### src/rtl/regbank_wr.sv
// regbank_wr: write side of the 32x32 register bank; one byte-masked write per clock, last-write record, commit count.
// Write latency 1 clock, no stall (a write accepted every cycle); define REG0_ZERO_EN to hardwire R[0] to zero.

module regbank_wr (
   input  logic          clk,
   input  logic          clr,
   input  logic          WE,
   input  logic [4:0]    WA,
   input  logic [31:0]   WD,
   input  logic [3:0]    BE,
   output logic [1023:0] Q,
   output logic          LWV,
   output logic [4:0]    LWA,
   output logic [31:0]   LWD,
   output logic [15:0]   WCNT
);

`ifdef REG0_ZERO_EN
   localparam int FIRST_FLOP = 1;
`else
   localparam int FIRST_FLOP = 0;
`endif

   logic        commit;
   logic [31:0] byte_mask;
   logic [31:0] cur_word;
   logic [31:0] merged_word;

   logic        lwv_d, lwv_q;
   logic [4:0]  lwa_d, lwa_q;
   logic [31:0] lwd_d, lwd_q;
   logic [15:0] wcnt_d, wcnt_q;

   always_comb begin
      byte_mask   = {{8{BE[3]}}, {8{BE[2]}}, {8{BE[1]}}, {8{BE[0]}}};
      // Merge source is the flopped word, so back-to-back partial writes accumulate.
      cur_word    = Q[{WA, 5'd0} +: 32];
      merged_word = (cur_word & ~byte_mask) | (WD & byte_mask);
`ifdef REG0_ZERO_EN
      commit      = WE && (BE != 4'd0) && (WA != 5'd0);
`else
      commit      = WE && (BE != 4'd0);
`endif
   end

   always_comb begin
      lwv_d  = commit;
      lwa_d  = lwa_q;
      lwd_d  = lwd_q;
      wcnt_d = wcnt_q;
      if (commit) begin
         lwa_d  = WA;
         lwd_d  = merged_word;
         wcnt_d = wcnt_q + 16'd1;
      end
   end

   always_ff @(posedge clk) begin
      if (!clr) begin
         lwv_q  <= 1'b0;
         lwa_q  <= 5'd0;
         lwd_q  <= 32'd0;
         wcnt_q <= 16'd0;
      end else begin
         lwv_q  <= lwv_d;
         lwa_q  <= lwa_d;
         lwd_q  <= lwd_d;
         wcnt_q <= wcnt_d;
      end
   end

`ifdef REG0_ZERO_EN
   assign Q[31:0] = 32'd0;
`endif

   for (genvar i = FIRST_FLOP; i < 32; i++) begin : g_word
      logic [31:0] word_d, word_q;

      always_comb begin
         word_d = word_q;
         if (commit && (WA == 5'(i))) begin
            word_d = merged_word;
         end
      end

      always_ff @(posedge clk) begin
         if (!clr) begin
            word_q <= 32'd0;
         end else begin
            word_q <= word_d;
         end
      end

      assign Q[32*i +: 32] = word_q;
   end

   assign LWV  = lwv_q;
   assign LWA  = lwa_q;
   assign LWD  = lwd_q;
   assign WCNT = wcnt_q;

endmodule

### config.mk
export PLATFORM = sky130hd
export DESIGN_NAME = regbank_wr
export DESIGN_NICKNAME = d
export VERILOG_FILES = /design/src/rtl/regbank_wr.sv
export SDC_FILE = /design/constraint.sdc
export NUM_CORES = 2
export LEC_CHECK = 0
export BUFFER_PORTS_ARGS = -buffer_cell sky130_fd_sc_hd__buf_2
export CAP_MARGIN = 10
export CORE_AREA = 3 3 436 438
export CTS_BUF_LIST = sky130_fd_sc_hd__clkbuf_4 sky130_fd_sc_hd__clkbuf_8
export DETAILED_ROUTE_END_ITERATION = 8
export DIE_AREA = 0 0 439 441
export PLACE_DENSITY_LB_ADDON = 0.2
export SYNTH_ARGS = -nofsm -noshare
export SYNTH_HDL_FRONTEND = slang
export SYNTH_SLANG_ARGS = --single-unit
export TNS_END_PERCENT = 20
### constraint.sdc
create_clock -name clk -period 2.3 [get_ports clk]
set_clock_uncertainty 0.2 [all_clocks]
set_input_delay 0.115 -clock clk [delete_from_list [all_inputs] [get_ports clk]]
set_output_delay 0.115 -clock clk [all_outputs]
set_load 0.02 [all_outputs]
* Word-level counts from Yosys, hierarchy flattened *
Cells that the tools add are included.

operators by class
  add/sub/neg operators = 1
  equal/unequal tests = 31
  shifts and indexed selects = 1
  bitwise gates (word level) = 4
  reductions and logical operators = 35

operators with widths
  kind                                                  count
  indexed part select 1024 x 11 -> 32 bit               1
  equality test 5 bit (second input constant)           16
  AND 32 bit                                            2
  equality test 5 x 4 -> 1 bit (second input constant)  8
  logical AND 1 bit                                     33
  NOT 32 bit                                            1
  OR 32 bit                                             1
  equality test 5 x 3 -> 1 bit (second input constant)  4
  adder 16 x 1 -> 16 bit (second input constant)        1
  equality test 5 x 2 -> 1 bit (second input constant)  2
  equality test 5 x 1 -> 1 bit (second input constant)  1
  zero test 5 bit                                       1
  nonzero test 4 bit                                    1

storage, ports and cells
  register bits after elaboration = 1078
  input port bits = 44
  output and inout port bits = 1078
  word-level logic and storage cells = 108

* Logic depth before layout (Yosys ltp) *
  depth after elaboration = 3
  depth in mapped cells = 11
  mapped depth without buffers = 5

* Worst setup path after synthesis *
No wires, ideal clock.

  path kind = input-to-reg
  start point = input WA[1]
  end point = register g_word[6].word_q[24]
  arrival time = 1934 ps
  required time = 1956 ps
  slack = 23 ps
  cell stages on the path = 8
  buffers on the path = 4
  cell sequence = buf_6 buf_6 clkbuf_1 mux4_2 a2111oi_2 o2bb2ai_2 buf_6 o221ai_1

on the way
  word-level cells in the longest chain between the ends = 3

RTL lines
  what                                     RTL line  source
  from (decl)                              8         input logic [4:0] WA,
  indexed part select 1024 x 11 -> 32 bit  37        cur_word = Q[{WA, 5'd0} +: 32];
  AND 32 bit                               38        merged_word = (cur_word & ~byte_mask) | (WD & byte_mask);
  OR 32 bit                                38
  to (signal assigned)                     90        word_q <= word_d;
  to (decl)                                77        logic [31:0] word_d, word_q;

Parallel ways exist; a longest one is shown, timed or not.
A chain may end at the register's enable or synchronous reset.

* Worst setup path in the final report *
  start point = register g_word[8].word_q[11]
  end point = register g_word[18].word_q[11]

on the way
  word-level cells in the longest chain between the ends = 3

RTL lines
  what                                     RTL line
  from (decl)                              77
  from (signal assigned)                   90
  indexed part select 1024 x 11 -> 32 bit  37
  AND 32 bit                               38
  OR 32 bit                                38
  to (signal assigned)                     90
  to (decl)                                77

Every way passes these cells.

==> impl_metrics.json <==
{
  "path_class": "reg2reg",
  "violations": "negative setup slack",
  "pwr-share-comb_pct": 10.1,
  "num_rows": 159,
  "grt_overflow": 0,
  "worst-path-buf-inv": 2,
  "fin_tns_setup_ns": -8.57,
  "slowest_stage": "mux4_2",
  "ys_types": 50,
  "finalCriticalPeriod_ns": 2.42,
  "core_area_um2": 187000,
  "die_area_um2": 194000,
  "max_freq_mhz": 414,
  "max_stage_delay_ns": 0.52,
  "cp_max_fo": 25,
  "boundaryPins": 1122,
  "port_buffers": 1121,
  "cts_buffers": 195,
  "syn2layout_area_growth_pct": 41.2,
  "grtUsageTotal_pct": 29.5,
  "drtPass1Iterations": 6,
  "fin_util_pct": 37.4,
  "grt_pass1_vias": 49700,
  "p_sw_share_pct": 27.6,
  "crit_chain": "mux4_2 -> a2111oi_4 -> buf_4 -> o2bb2ai_4 -> buf_12 -> o221ai_1",
  "path_clk_slew_ns": 0.06,
  "clock-sinks": 1078,
  "root_buffer": "clkbuf_8",
  "clkLatencyLatePin_ns": 1.00,
  "antenna_found_initial": 14,
  "nets": 6323,
  "drtIter0Drc": 6608,
  "pre_cts_slack_ns": -0.779,
  "synth_edf_count": 0,
  "cap_violations": 0,
  "layout.cells.most_common_list": "buf_2, dfxtp_1, nand3_1",
  "wl_per_cell_um": 34.0,
  "htree_levels": 4,
  "ys_ff_latch": 1078,
  "syn_area_per_cell_um2": 10.3,
  "drc_errors": 0,
  "cp.required_ns": 2.90,
  "postSynth.asyncResetShare_pct": 0,
  "ys.flop_type": "dfxtp_1",
  "via_per_inst": 6.03,
  "layout_commonest_cell": "buf_2",
  "drive_above_1_share_pct": 41.6,
  "syn_area_um2": 49500,
  "worstSetupStartpointType": "flop",
  "synth_nets": 4844,
  "start_util_pct": 26.5,
  "grt_first_pass_wirelength_um": 411000,
  "setup_viol": 222,
  "cts_tree": "done",
  "grt_max_degree": 161,
  "p_leak_nw": 28.2,
  "synth_cells": 4799,
  "hold_slack_ns": 0.145,
  "crit_family": "compound AO/OA/AOI/OAI gates",
  "die_h_um": 441,
  "cts_buffer_depth": 3,
  "rsz0062_at_grt": "yes",
  "p_int_w": 0.0315,
  "arrival_ns": 3.02,
  "drv_slew": 0,
  "tightest_slew_ns": 0.926,
  "layout_setup_ws_ns": -0.116,
  "ys_warn_count": 0,
  "gp_congestion": 0.942,
  "power_frac_clock_pct": 46.3,
  "min_period_over_period_pct": 105,
  "hold_path_class": "in2reg",
  "end_kind": "flop",
  "ir_drop_mv": 0.404,
  "hpwl_um": 224000,
  "die_width_um": 439,
  "totalWireLength_um": 303000,
  "p_sw_w": 0.0120,
  "yosysSeqAreaShare_pct": 43.6,
  "status": "finished with violations",
  "postRouteAntennaNets": 0,
  "relSlewSlack_pct": 38.0,
  "vias": 53800,
  "p_seq_share_pct": 43.6,
  "powerDensity_nw_per_um2": 621,
  "timing.final.hold_violations": 0
}
==> registers in the layout (all words and copies together) (netlist names) <==
register / cells
WCNT: 16
LWA: 5
g_word.word_q: 1024
LWV: 1
LWD: 32
==> stage by stage <==
stage	power (W)	cell area (µm²)	cells
2_1_floorplan	0.0214	49500	4799
3_3_place_gp	0.0233	63500	8453
3_5_place_dp	0.0234	63500	8453
4_1_cts	0.0435	68800	8888
5_1_grt	0.0447	69900	8918
6_report	0.0435	69900	8919
==> layer usage <==
layer  GRT usage [%]  routed length [µm]  vias to the layer above
met1            39.2              125000                    27400
met4            18.7               21700                        4
met5               0                  27                        -
met2            44.3              132000                     3321
met3            4.90               23600                      605
li1                -                   -                    22500
==> repair_timing <==
action                                 4_1_cts  5_1_grt
gates resized for setup                     21      123
endpoints found under the hold margin     1078        3
setup endpoints to repair                  412      740
cloned                                       1       17
hold buffers                                91        4
pin swaps                                    5       25
setup buffers                                3       11
==> area by class of cell <==
class                   count  area, µm²
clock buffers             312       3890
fillers                 18800     117000
flip-flops and latches   1078      21600
diodes                      3       7.51
multi-input cells        3072      25600
clock inverters            28        309
repair buffers           1929      15400
well taps                2495       3120
inverters                   2       7.51
==> synthesized netlist by cell type, types with 31 or more instances <==
| cell | count | area share, % |
|---|---|---|
| a22o_1 | 32 | 0.57 |
| nand3_1 | 1044 | 11 |
| clkbuf_1 | 447 | 3.4 |
| buf_6 | 106 | 2.4 |
| nand2_1 | 244 | 1.8 |
| a21oi_1 | 32 | 0.32 |
| nor3_1 | 47 | 0.47 |
| o221ai_2 | 71 | 2.2 |
| mux2i_1 | 96 | 1.9 |
| mux2_2 | 32 | 0.73 |
| dfxtp_1 | 1078 | 44 |
| o211ai_1 | 32 | 0.48 |
| buf_2 | 55 | 0.56 |
| a22oi_1 | 32 | 0.48 |
| nor2_1 | 65 | 0.49 |
| mux4_2 | 192 | 8.7 |
| o221ai_1 | 969 | 17 |
| o2bb2ai_2 | 31 | 0.94 |
==> logic make-up (layout without fill, tap and decap cells) <==
logic type | count (synthesis) | after routing | synth area share, %
AO/OA/AOI/OAI | 1277 | 1277 | 23.7
XOR/XNOR | 13 | 13 | 0.230
adder cells (fa/ha/maj) | 1 | 1 | 0.0253
buffers and inverters | 649 | 2271 | 6.88
flip-flops | 1078 | 1078 | 43.6
multiplexers | 320 | 320 | 11.4
other | 0 | 3 | 0
AND/OR/NAND/NOR | 1461 | 1461 | 14.2
==> power by group through the flow <==
| stage | Clock, W | Combinational, W | Sequential (W) |
|---|---|---|---|
| 6_report | 0.0201 | 0.00438 | 0.0190 |
| 4_1_cts | 0.0204 | 0.00416 | 0.0190 |
| 3_3_place_gp | 0 | 0.00397 | 0.0194 |
| 2_1_floorplan | 0 | 0.00185 | 0.0195 |
| 5_1_grt | 0.0212 | 0.00455 | 0.0190 |
| 3_5_place_dp | 0 | 0.00399 | 0.0194 |
==> tightest hold or removal path, delay by kind of cell <==
family / cells / cell delay, ns
buf+inv: 3 / 0.51
simple gates: 1 / 0.24
compound gates: 3 / 0.40
==> final timing paths <==
kind                                      from                                  to  slack [ns]  cells after the start
max          g_word[8].word_q[11]$_SDFFE_PN0P_  g_word[18].word_q[11]$_SDFFE_PN0P_       -0.12                      6
min                                      WA[0]  g_word[11].word_q[12]$_SDFFE_PN0P_        0.15                      7
max reg2reg  g_word[8].word_q[11]$_SDFFE_PN0P_  g_word[18].word_q[11]$_SDFFE_PN0P_       -0.12                      6
min reg2reg                LWA[4]$_SDFFE_PN0P_                 LWA[4]$_SDFFE_PN0P_        0.27                      2
(Power assumes the default switching activity.)
